File: src/rtl/bus_drive_arbiter.sv
`default_nettype none
// ============================================================================
// Module   : bus_drive_arbiter
// Brief    : Round-robin owner selection for N shared-bus tri-state drivers,
//            with an all-disabled turnaround period between owners.
// Revision : 1.0
// ============================================================================
module bus_drive_arbiter #(
    parameter int N           = 4,
    parameter int TURN_CYCLES = 1,
    parameter int MAX_HOLD    = 0
) (
    input  logic                                 clk,
    input  logic                                 reset,
    input  logic [N-1:0]                         req,
    output logic [N-1:0]                         gnt,
    output logic [N-1:0]                         noe,
    output logic [((N > 2) ? $clog2(N) : 1)-1:0] owner,
    output logic                                 busy,
    output logic                                 preempt
);
    localparam int              c_OW        = (N > 2) ? $clog2(N) : 1;
    localparam int              c_HW        = (MAX_HOLD > 2) ? $clog2(MAX_HOLD) : 1;
    localparam logic [c_HW-1:0] c_HOLD_LAST = (MAX_HOLD > 0) ? c_HW'(MAX_HOLD - 1) : '0;
    localparam logic [3:0]      c_TURN_LAST = 4'(TURN_CYCLES - 1);
    localparam logic [c_OW-1:0] c_LAST_IDX  = c_OW'(N - 1);

    typedef enum logic [1:0] {
        S_IDLE  = 2'd0,
        S_DRIVE = 2'd1,
        S_TURN  = 2'd2
    } state_t;

    state_t            state_q, state_d;
    logic [N-1:0]      gnt_q, gnt_d;
    logic [N-1:0]      noe_q, noe_d;
    logic [c_OW-1:0]   owner_q, owner_d;
    logic              busy_q, busy_d;
    logic              preempt_q, preempt_d;
    logic [c_OW-1:0]   ptr_q, ptr_d;
    logic [c_HW-1:0]   hold_q, hold_d;
    logic [3:0]        turn_q, turn_d;

    logic              w_win_found;
    logic [c_OW-1:0]   w_win_idx;
    logic [N-1:0]      w_win_oh;
    int                w_best_dist;
    int                w_dist;
    logic              w_owner_req;
    logic              w_others_req;
    logic              w_arbitrate;
    logic              w_leave;

    // Winner is the requester closest to ptr_q going upward with wrap.
    always_comb begin
        w_win_found = 1'b0;
        w_win_idx   = '0;
        w_win_oh    = '0;
        w_best_dist = N;
        w_dist      = 0;
        for (int i = 0; i < N; i++) begin
            w_dist = i - int'(ptr_q);
            if (w_dist < 0) begin
                w_dist = w_dist + N;
            end
            if (req[i] && (w_dist < w_best_dist)) begin
                w_best_dist = w_dist;
                w_win_found = 1'b1;
                w_win_idx   = c_OW'(i);
                w_win_oh    = '0;
                w_win_oh[i] = 1'b1;
            end
        end
    end

    assign w_owner_req  = |(req & gnt_q);
    assign w_others_req = |(req & ~gnt_q);

    always_comb begin
        state_d     = state_q;
        gnt_d       = gnt_q;
        owner_d     = owner_q;
        ptr_d       = ptr_q;
        hold_d      = hold_q;
        turn_d      = turn_q;
        preempt_d   = 1'b0;
        w_arbitrate = 1'b0;
        w_leave     = 1'b0;

        case (state_q)
            S_IDLE: w_arbitrate = 1'b1;
            S_DRIVE: begin
                // Saturating at the limit keeps preemption armed for late arrivals.
                if (hold_q != c_HOLD_LAST) begin
                    hold_d = hold_q + 1'b1;
                end
                if (!w_owner_req) begin
                    w_leave = 1'b1;
                end else if ((MAX_HOLD != 0) && (hold_q == c_HOLD_LAST) && w_others_req) begin
                    w_leave   = 1'b1;
                    preempt_d = 1'b1;
                end
            end
            S_TURN: begin
                if (turn_q == '0) begin
                    w_arbitrate = 1'b1;
                end else begin
                    turn_d = turn_q - 1'b1;
                end
            end
            default: state_d = S_IDLE;
        endcase

        if (w_leave) begin
            state_d = S_TURN;
            gnt_d   = '0;
            turn_d  = c_TURN_LAST;
        end

        if (w_arbitrate) begin
            if (w_win_found) begin
                state_d = S_DRIVE;
                gnt_d   = w_win_oh;
                owner_d = w_win_idx;
                ptr_d   = (w_win_idx == c_LAST_IDX) ? '0 : w_win_idx + 1'b1;
                hold_d  = '0;
            end else begin
                state_d = S_IDLE;
            end
        end

        noe_d  = ~gnt_d;
        busy_d = |gnt_d;
    end

    always_ff @(posedge clk) begin
        if (reset) begin
            state_q   <= S_IDLE;
            gnt_q     <= '0;
            noe_q     <= '1;
            owner_q   <= '0;
            busy_q    <= 1'b0;
            preempt_q <= 1'b0;
            ptr_q     <= '0;
            hold_q    <= '0;
            turn_q    <= '0;
        end else begin
            state_q   <= state_d;
            gnt_q     <= gnt_d;
            noe_q     <= noe_d;
            owner_q   <= owner_d;
            busy_q    <= busy_d;
            preempt_q <= preempt_d;
            ptr_q     <= ptr_d;
            hold_q    <= hold_d;
            turn_q    <= turn_d;
        end
    end

    assign gnt     = gnt_q;
    assign noe     = noe_q;
    assign owner   = owner_q;
    assign busy    = busy_q;
    assign preempt = preempt_q;

endmodule
`default_nettype wire

File: config.mk
export PLATFORM = sky130hd
export DESIGN_NAME = bus_drive_arbiter
export DESIGN_NICKNAME = d
export VERILOG_FILES = /design/src/rtl/bus_drive_arbiter.sv
export SDC_FILE = /design/constraint.sdc
export NUM_CORES = 1
export LEC_CHECK = 0
export CORE_MARGIN = 1
export CORE_UTILIZATION = 45
export CTS_BUF_LIST = sky130_fd_sc_hd__clkbuf_16
export DETAILED_ROUTE_END_ITERATION = 10
export PLACE_DENSITY_LB_ADDON = 0.1
export REMOVE_ABC_BUFFERS = 1
export SYNTH_ARGS = -nofsm -noshare
export SYNTH_HDL_FRONTEND = slang
export SYNTH_SLANG_ARGS = --single-unit
File: constraint.sdc
create_clock -name clk -period 6.93 [get_ports clk]
set_input_delay 1.386 -clock clk [delete_from_list [all_inputs] [get_ports clk]]
set_output_delay 1.386 -clock clk [all_outputs]
set_load 0.005 [all_outputs]
== Word level (Yosys, flattened, before mapping) ==
Cells that the tools add are included.

* Reduce and logical (&&, ||, !) cells: 12
* Mux-type cells: 30
* $lt $le $gt $ge: 8
* Add/subtract/negate cells: 10
* Bitwise operators: 3
* Equality and inequality tests: 4

{| class="wikitable"
|+ Operators by type and width
! cell !! number
|-
| 2-to-1 mux 32 bit || 7
|-
| less-than comparator 32 bit || 3
|-
| less-than comparator 32 x 4 -> 1 bit, second input constant || 1
|-
| 2-to-1 mux 4 bit || 6
|-
| adder 3 x 4 -> 5 bit, second input constant || 4
|-
| less-than comparator 3 x 1 -> 1 bit, second input constant || 4
|-
| 2-to-1 mux 2 bit || 6
|-
| 2-to-1 mux 1 bit || 10
|-
| OR reduction 4 bit || 2
|-
| subtractor 1 x 2 -> 3 bit, first input constant || 2
|-
| subtractor 2 x 2 -> 3 bit, first input constant || 2
|-
| AND 4 bit || 1
|-
| equality test 2 bit, second input constant || 2
|-
| logical AND 1 bit || 4
|-
| logical NOT 4 bit || 1
|-
| NOT 4 bit || 1
|-
| AND reduction 2 bit || 2
|-
| subtractor 4 x 1 -> 4 bit, second input constant || 1
|-
| inequality test 3 x 1 -> 1 bit, second input constant || 1
|-
| OR reduction 3 bit || 1
|-
| adder 2 x 1 -> 2 bit, second input constant || 1
|-
| equality test 2 x 1 -> 1 bit, second input constant || 1
|-
| logical NOT 2 bit || 1
|-
| one-hot mux 1 bit (2 select lines) || 1
|-
| other kinds (2) || 2
|}

* Bits of input ports: 6
* Bits in registers: 19
* Output and inout port bits: 12
* Logic and storage cells: 74

== Logic depth before layout (Yosys ltp) ==
Gate-level depths: netlist of run 1.

* Word-level depth: 18
* Mapped depth: 13
* Mapped depth without buffers: 13

== Worst setup path before layout of run 1 ==
No wires, ideal clock.

* Kind: in2reg
* Start point: input req[0]
* End point: register noe_q[0] (netlist: noe[0])
* Buffers on the path: 1
* Path slack: 3.053 ns
* Required time: 6.810 ns
* Data arrival time: 3.757 ns
* Setup time: 0.120 ns
* Stages on the path: 13
* Path through: buf_6 -> mux2i_1 -> a32o_1 -> inv_1 -> ha_1 -> or3_4 -> a21boi_4 -> mux2i_1 -> ha_1 -> and2b_1 -> a211oi_2 -> a32oi_1 -> or2_1

* Word-level cells in the longest chain between the ends: 14
* Elaborated cells between the ends (all ways): 26
* Those cells by class: order compare (3); mux (16); bitwise (2); reduce/logical (5)

{| class="wikitable"
|+ RTL lines
! item !! RTL line !! source
|-
| from (decl) || 15 || <nowiki>input logic [N-1:0] req,</nowiki>
|-
| logical AND 1 bit || 66 || <nowiki>if (req[i] && (w_dist < w_best_dist)) begin</nowiki>
|-
| 2-to-1 mux 32 bit || 66 ||
|-
| less-than comparator 32 bit || 66 ||
|-
| logical AND 1 bit || 66 ||
|-
| 2-to-1 mux 32 bit || 66 ||
|-
| less-than comparator 32 bit || 66 ||
|-
| logical AND 1 bit || 66 ||
|-
| 2-to-1 mux 32 bit || 66 ||
|-
| less-than comparator 32 bit || 66 ||
|-
| logical AND 1 bit || 66 ||
|-
| 2-to-1 mux 4 bit / 2-to-1 mux 1 bit (equally long branches) || 66 ||
|-
| 2-to-1 mux 4 bit || 121 || <nowiki>if (w_win_found) begin</nowiki>
|-
| 2-to-1 mux 4 bit (*) || 120 || <nowiki>if (w_arbitrate) begin</nowiki>
|-
| NOT 4 bit (*) || 132 || <nowiki>noe_d = ~gnt_d;</nowiki>
|-
| to (signal assigned) || 150 || <nowiki>noe_q <= noe_d;</nowiki>
|-
| to (decl) || 36 || <nowiki>logic [N-1:0] noe_q, noe_d;</nowiki>
|}

Mark *: on every way between the ends. The rest lies on a longest branch, timed or not.
A chain may end at the register's enable or synchronous reset.

== Worst setup path after layout of run 1 ==
Ends and elaborated chain as after synthesis.

==> results of run 1 <==
power groups by stage:
stage / combinational, mW / clock, mW / sequential [mW]
global route: 0.118 / 0.124 / 0.134
finish: 0.107 / 0.115 / 0.132
floorplan: 0.0695 / 0 / 0.134
CTS: 0.108 / 0.117 / 0.132
detailed placement: 0.107 / 0 / 0.134
global placement: 0.106 / 0 / 0.134
worst max path at each step:
stage	from	end	slack [ns]	cells after the start
2_1_floorplan	req[0]	noe[0]$_SDFF_PP1_	3.17	12
4_1_cts	req[0]	noe[0]$_SDFF_PP1_	2.36	13
3_5_place_dp	req[0]	noe[0]$_SDFF_PP1_	2.11	13
3_3_place_gp	req[0]	noe[0]$_SDFF_PP1_	2.19	13
5_1_grt	req[0]	noe[0]$_SDFF_PP1_	2.15	13
6_report	req[0]	noe[0]$_SDFF_PP1_	2.35	13
placed cells by master, fill, tap and decap left out, types with 4 or more instances in the layout:
cell	n
inv_1	12
a21oi_1	7
ha_1	4
nand2_1	8
clkdlybuf4s50_1	16
dfxtp_1	19
nand2b_1	4
nor2_1	9
worst min-delay path, stage by stage (launching register included):
cell and delay [ns]:
dfxtp_1 0.30, inv_1 0.04, a211oi_1 0.05
layout make-up:
type,instances,share of cell area
inverters,11,0.0330
flip-flops and latches,19,0.304
clock buffers,3,0.0600
repair buffers,16,0.128
clock inverters,1,0.00300
multi-input cells,74,0.445
well taps,27,0.0270
cells by family after synthesis:
family / after synthesis
other: 1
AND/OR/NAND/NOR: 37
buffers and inverters: 15
multiplexers: 2
AO/OA/AOI/OAI: 27
XOR/XNOR: 3
adder cells (fa/ha/maj): 4
flip-flops: 19
sequential cells by signal, summed over array words and instances, names as in the netlist:
signal	count
state_q	2
turn_q	4
busy	1
noe	4
gnt	4
owner	2
ptr_q	2
through the flow:
step                setup WS (ns)  area [um^2]  power, mW  instances
finish                       2.35         1250      0.355        151
global route                 2.15         1250      0.377        151
CTS                          2.36         1250      0.358        151
detailed placement           2.11         1170      0.241        147
global placement             2.19         1170      0.240        147
floorplan                    3.17          978      0.203        104
routing by layer:
layer / track usage / share of wire / up-vias
met1: 0.244 / 0.51 / 366
met3: 0.0556 / 0.048 / 2
li1: - / - / 407
met2: 0.284 / 0.43 / 23
met4: 0.0571 / 0.0067 / 0
met5: 0 / 0 / -
==> flow_summary.toml, run 1 <==
[worst_setup_path]
worstPathMaxFanout = 9
cp.buffers_inverters = 2
end_kind = "register"
r2r_start = "ptr_q[0]$_SDFFE_PP0P_"
crit_chain = "clkdlybuf4s50_1 > mux2i_1 > a32o_1 > inv_1 > ha_1 > or3_4 > a21boi_4 > mux2i_1 > ha_1 > and2b_1 > a211oi_2 > a32oi_1 > or2_1"
slowest_stage = "clkdlybuf4s50_1"
max_stage_delay_ns = 0.66
reg2reg_slack_ns = 3.64
required_ns = 7.07
r2r-end = "noe[0]$_SDFF_PP1_"
cp_top_family = "compound AO/OA/AOI/OAI gates"
ff2ff_path_depth = 12
arrival_ns = 4.72
cp-start-kind = "input pin"
critical_path_class = "input pin to register"

[hold_path]
hold-path-cell-count = 2
holdCritStartpoint = "owner[1]$_SDFFE_PP0P_"
holdPathEnd = "owner[1]$_SDFFE_PP0P_"
hold_path.class = "register to register"

[detailed_routing]
post_drt_wl_per_cell_um = 12.9
vias_per_cell = 5.28
drt_first_pass_iters = 4
antenna_left = 0
routed_wl_um = 1950
drc = 0
vias = 798
drt-initial-drc-count = 24

[placement]
place_hpwl_um = 1440
numPortBuffers = 16
place_congestion = 0.800

[synthesis]
synth_mux_area_frac = 0.0197
synth_top_cell_area_share = 0.374
synth-edff-count = 0
synth_fa_ha_area_frac = 0.0492
ys_ff_latch = 19
synth.area.top_cells = "dfxtp_1 37%, ha_1 4.9%, inv_1 4.1%"
synth_cell_types = 40
async_flop_share = 0
synth_area_leader_cell = "dfxtp_1"
synth_common_cells = "19 x dfxtp_1, 11 x inv_1, 9 x nor2_1"
synthXorXnorAreaFrac = 0.0258
yosysMostFrequentCell = "dfxtp_1"
synth_compound_area_frac = 0.239
synth_top_family_by_area = "compound AO/OA/AOI/OAI gates"
synthCells = 108
syn_area_mm2 = 0.00102
synth_sequential_area_ratio = 0.374
syn_avg_cell_area_um2 = 9.42
ys.flop_type = "dfxtp_1"
ys_warn_count = 0
synthSimpleGateAreaFrac = 0.210

[sta]
rsz0062_at_grt = "false"
finalCritPeriodShare = 0.661
fmax_mhz = 218
fin_crit_ns = 4.58
finalSetupTns_ns = 0
hold_violations = 0
final.setup_skew_ns = 0.00238
slew_viol_final = 0
whs_ns = 0.457
finalSetupViolations = 0

[global_route]
overflow = 0
grt_usage = 0.184
grt_first_pass_wirelength_um = 3510
grt_pass1_vias = 770
grt_max_degree = 17
antenna_found_initial = 0

[power_and_ir_drop]
clkPwrFrac = 0.324
switching_share = 0.283
seqPwrFrac = 0.373
p_per_area_mw_per_mm2 = 284
max-vdd-ir-drop_mv = 0.258
intPower_mw = 0.254
p_switching_mw = 0.101
power_frac_comb = 0.303
leakagePower_nw = 0.463

[clock_network]
cts_tree = "yes"
cts.sinks = 19
clk_pin_slew_ns = 0.05
numCtsBuffers = 3
clock_path_buffers = 2
holdBufCountCts = 0
ctsResizeCount = 0
clk_latency_ns = 0.25
htreeDepth = 1
cts_setup_buffers = 0
root_buffer = "clkbuf_16"

[floorplan]
die_area_mm2 = 0.00245
coreArea_mm2 = 0.00204
initial_core_util = 0.498
die_w_um = 49.5
num_rows = 16
die_y_um = 49.5
io_pins = 18

[outcome]
status = "finished, final reports clean"

[finish]
final_nets = 135
area_growth_pct = 23.0
seq_area_um2 = 380
num-fill-cells = 192
multi_input_area_um2 = 557
utilization = 0.613
drive_gt1_frac = 0.113
n_antenna_cell = 0

[job]
cap_violations = 0
Power figures use the tool's default switching activity.
==> inputs of run 2 (changes only) <==
==> constraint.sdc (replaced) <==
create_clock -name clk -period 3.8 [get_ports clk]
set_input_delay 0.76 -clock clk [delete_from_list [all_inputs] [get_ports clk]]
set_output_delay 0.76 -clock clk [all_outputs]
set_load 0.005 [all_outputs]
==> flow_summary.toml, run 2 (same netlist as run 1, synthesis figures left out) <==
[hold_path]
hold_path.class = "register to register"

[clock_network]
cts_tree = "yes"
numCtsBuffers = 3
clk_pin_slew_ns = 0.05
clk_latency_ns = 0.25
root_buffer = "clkbuf_16"
cts.sinks = 19
holdBufCountCts = 0
clock_path_buffers = 2
htreeDepth = 1

[worst_setup_path]
end_kind = "register"
critical_path_class = "input pin to register"
required_ns = 3.93
slowest_stage = "clkdlybuf4s50_1"
crit_chain = "clkdlybuf4s50_1 > mux2i_1 > a32o_1 > inv_1 > ha_1 > or3_4 > a21boi_4 > mux2i_1 > ha_1 > and2b_1 > a211oi_4 > a32oi_2 > or2_1"
arrival_ns = 3.75
cp.buffers_inverters = 2
cp_top_family = "simple AND/OR/NAND/NOR gates"
max_stage_delay_ns = 0.52
cp-start-kind = "input pin"
worstPathMaxFanout = 3

[global_route]
grtUsageMet1 = 0.246
overflow = 0
grt_pass1_vias = 774
grt_usage = 0.179
met3_usage = 0.0432
busiest_layer = "met2"
grt_first_pass_wirelength_um = 3430
grt_max_degree = 17
antenna_found_initial = 0
grt.met2_usage = 0.279

[power_and_ir_drop]
max-vdd-ir-drop_mv = 0.333
power_frac_comb = 0.334
total_power_mw = 0.676
p_switching_mw = 0.192
leakagePower_nw = 0.500
seqPwrFrac = 0.358
switching_share = 0.284
p_per_area_mw_per_mm2 = 513
intPower_mw = 0.484
clkPwrFrac = 0.308

[detailed_routing]
drt-initial-drc-count = 17
post_drt_wl_per_cell_um = 12.6
vias_per_cell = 5.20
antenna_left = 0
drc = 0
routed_wl_um = 1990
drt_first_pass_iters = 4
vias = 821

[floorplan]
io_pins = 18
die_w_um = 49.5
die_area_mm2 = 0.00245
num_rows = 16
coreArea_mm2 = 0.00204
initial_core_util = 0.498
die_y_um = 49.5

[sta]
fmax_mhz = 277
finalSetupTns_ns = 0
finalCritPeriodShare = 0.951
whs_ns = 0.458
slew_viol_final = 0
fin_crit_ns = 3.61
rsz0062_at_grt = "false"
finalSetupViolations = 0
hold_violations = 0
final.setup_skew_ns = 0.00176

[finish]
area_growth_pct = 29.6
final_cell_mix = "19 x dfxtp_1, 16 x clkdlybuf4s50_1, 12 x inv_1, 9 x nor2_1, 8 x nand2_1"
layout_commonest_cell = "dfxtp_1"
n_antenna_cell = 0
layout.cells.non_filler = 158
utilization = 0.646
drive_gt1_frac = 0.168
final_nets = 142

[placement]
numPortBuffers = 16
place_congestion = 0.783
dpl.cell_count = 153
place_hpwl_um = 1470

[job]
cap_violations = 0

[outcome]
status = "finished, final reports clean"
[run 2: final timing paths]
kind | cells past startpoint | startpoint | slack [ns] | end
setup / recovery | 13 | req[0] | 0.19 | noe[0]$_SDFF_PP1_
hold / removal | 2 | owner[1]$_SDFFE_PP0P_ | 0.46 | owner[1]$_SDFFE_PP0P_
setup reg to reg | 12 | ptr_q[0]$_SDFFE_PP0P_ | 0.71 | noe[0]$_SDFF_PP1_
hold reg to reg | 2 | owner[1]$_SDFFE_PP0P_ | 0.46 | owner[1]$_SDFFE_PP0P_
[run 2: final cells by class]
class                           count  area, um^2
Multi-Input combinational cell     74         572
Inverter                           11        41.3
Tap cell                           27        33.8
Timing Repair Buffer               23         213
Sequential cell                    19         380
Clock buffer                        3        75.1
Clock inverter                      1        3.75
Fill cell                         176         723
[run 2: worst min-delay path, stage by stage, from the launching register on]
cell and delay (ns):
dfxtp_1 0.30, inv_1 0.05, a211oi_1 0.06
[run 2: metrics by stage]
stage | cell area [um^2] | setup WS [ns]
3_3_place_gp | 1220 | -0.0340
5_1_grt | 1320 | 0.0146
4_1_cts | 1300 | 0.112
3_5_place_dp | 1220 | -0.107
2_1_floorplan | 978 | 0.665
6_report | 1320 | 0.185
[run 2: routing by layer]
layer	share of wire	vias up	wire length [um]
li1	-	421	-
met1	0.51	368	1010
met2	0.42	28	839
met3	0.056	4	112
met4	0.011	0	21
met5	0	-	0
[run 2: power by group through the flow]
stage / sequential (mW) / clock [mW] / combinational [mW]
after floorplan: 0.244 / 0 / 0.127
after global placement: 0.245 / 0 / 0.207
after detailed placement: 0.245 / 0 / 0.210
after CTS: 0.242 / 0.211 / 0.213
after global routing: 0.245 / 0.223 / 0.249
final: 0.242 / 0.208 / 0.226
[run 2: timing repair]
action / 4_1_cts / 5_1_grt
setup endpoints to repair: 0 / 3
resized for setup: 0 / 2
buffers inserted: 0 / 1
==> inputs of run 3 (changes only) <==
--- a/config.mk
+++ b/config.mk
@@ -11,6 +11,7 @@
 export DETAILED_ROUTE_END_ITERATION = 10
 export PLACE_DENSITY_LB_ADDON = 0.1
 export REMOVE_ABC_BUFFERS = 1
+export SETUP_SLACK_MARGIN = 0.5
 export SYNTH_ARGS = -nofsm -noshare
 export SYNTH_HDL_FRONTEND = slang
 export SYNTH_SLANG_ARGS = --single-unit
==> constraint.sdc (replaced) <==
create_clock -name clk -period 3.8 [get_ports clk]
set_input_delay 0.76 -clock clk [delete_from_list [all_inputs] [get_ports clk]]
set_output_delay 0.76 -clock clk [all_outputs]
set_load 0.02 [all_outputs]
==> flow_summary.toml, run 3 (same netlist as run 1, synthesis figures left out) <==
[detailed_routing]
post_drt_wl_per_cell_um = 13.0
routed_wl_um = 2090
drt-initial-drc-count = 27
vias = 853
drt_first_pass_iters = 4
vias_per_cell = 5.30
antenna_left = 0
drc = 0

[global_route]
grt_usage = 0.182
grt_first_pass_wirelength_um = 3490
grt_max_degree = 17
overflow = 0
grt_pass1_vias = 797
antenna_found_initial = 0

[floorplan]
die_w_um = 49.5
die_area_mm2 = 0.00245
die_y_um = 49.5
coreArea_mm2 = 0.00204
num_rows = 16
io_pins = 18
initial_core_util = 0.498

[clock_network]
cts.sinks = 19
root_buffer = "clkbuf_16"
clock_path_buffers = 2
clk_latency_ns = 0.25
numCtsBuffers = 3
holdBufCountCts = 0
cts_tree = "yes"
htreeDepth = 1
clk_pin_slew_ns = 0.05

[power_and_ir_drop]
total_power_mw = 0.733
leakagePower_nw = 0.523
max-vdd-ir-drop_mv = 0.345
p_switching_mw = 0.223
power_frac_comb = 0.387
p_per_area_mw_per_mm2 = 535
clkPwrFrac = 0.283
switching_share = 0.305
seqPwrFrac = 0.330
intPower_mw = 0.510

[sta]
hold_violations = 0
slew_viol_final = 0
whs_ns = 0.458
fmax_mhz = 311
finalCritPeriodShare = 0.845
finalSetupViolations = 0
fin_crit_ns = 3.21
final.setup_skew_ns = 0.00146
rsz0062_at_grt = "false"

[worst_setup_path]
r2r_start = "ptr_q[0]$_SDFFE_PP0P_"
crit_start = "req[0]"
arrival_ns = 3.34
reg2reg_slack_ns = 0.65
worstPathMaxFanout = 3
required_ns = 3.93
critical_path_class = "input pin to register"
cp-start-kind = "input pin"
end_kind = "register"

[finish]
final_nets = 145
num-fill-cells = 175
layout.cells.non_filler = 161
final_cell_mix = "19 x dfxtp_1, 14 x clkdlybuf4s50_1, 10 x inv_1, 9 x nor2_1, 9 x buf_4"
n_antenna_cell = 0
drive_gt1_frac = 0.254
final_area_mm2 = 0.00137
utilization = 0.671
area_growth_pct = 34.7
layout_commonest_cell = "dfxtp_1"

[hold_path]
hold_path.class = "register to register"
holdCritStartpoint = "owner[1]$_SDFFE_PP0P_"

[job]
cap_violations = 0

[placement]
place_congestion = 0.783
place_hpwl_um = 1470
place_area_mm2 = 0.00122
numPortBuffers = 16
dpl.cell_count = 153

[outcome]
status = "finished, final reports clean"
run 3: cell types whose count changed in the layout (fill, tap and decap cells not counted), sizes merged:
cell and delta:
buf +4, clkdlybuf4s50 -2, clkbuf +1
run 3: repair_timing:
item | 4_1_cts | 5_1_grt
resized for setup | 9 | 11
buffers inserted | 2 | 2
setup endpoints to repair | 12 | 9
gates cloned | 0 | 0
hold endpoints to repair | 0 | 0
pin swaps | 7 | 8
run 3: worst max-delay path, cell delays in order:
cell and delay (ns):
buf_6 0.10, buf_6 0.11, a32o_2 0.27, inv_2 0.07, ha_4 0.20, o22a_4 0.25
a21boi_4 0.17, mux2i_2 0.24, ha_2 0.20, and2b_2 0.24, a211oi_4 0.30, a32oi_2 0.19
or2_1 0.23
run 3: worst paths after layout:
check	to	cells after the start
max reg2reg	noe[0]$_SDFF_PP1_	12
min	owner[1]$_SDFFE_PP0P_	2
max	noe[0]$_SDFF_PP1_	13
min reg2reg	owner[1]$_SDFFE_PP0P_	2
run 3: power groups by stage:
| stage | clock (mW) | sequential (mW) | combinational [mW] |
|---|---|---|---|
| 2_1_floorplan | 0 | 0.264 | 0.127 |
| 3_3_place_gp | 0 | 0.245 | 0.227 |
| 3_5_place_dp | 0 | 0.245 | 0.231 |
| 4_1_cts | 0.211 | 0.242 | 0.245 |
| 5_1_grt | 0.223 | 0.245 | 0.308 |
| 6_report | 0.208 | 0.242 | 0.284 |
run 3: area by class of cell:
cell class	instances	area, um^2	share of cell area
Clock buffer	3	75.1	0.0548
Tap cell	27	33.8	0.0247
Inverter	11	41.3	0.0301
Multi-Input combinational cell	74	601	0.438
Timing Repair Buffer	26	235	0.172
Clock inverter	1	3.75	0.00274
Sequential cell	19	380	0.278
run 3: routing by layer:
metal  track usage  part of all wire  vias to the layer above
met5             0                 0                        -
met4        0.0429            0.0081                        0
met3        0.0432             0.043                        4
met2         0.293              0.42                       22
met1         0.244              0.53                      405
li1              -                 -                      422
run 3: per-stage QoR:
stage,worst slack (ns),TNS [ns]
6_report,0.589,0
5_1_grt,0.502,0
4_1_cts,0.500,0
3_5_place_dp,-0.107,-0.218
3_3_place_gp,-0.0340,-0.0340
2_1_floorplan,0.665,0
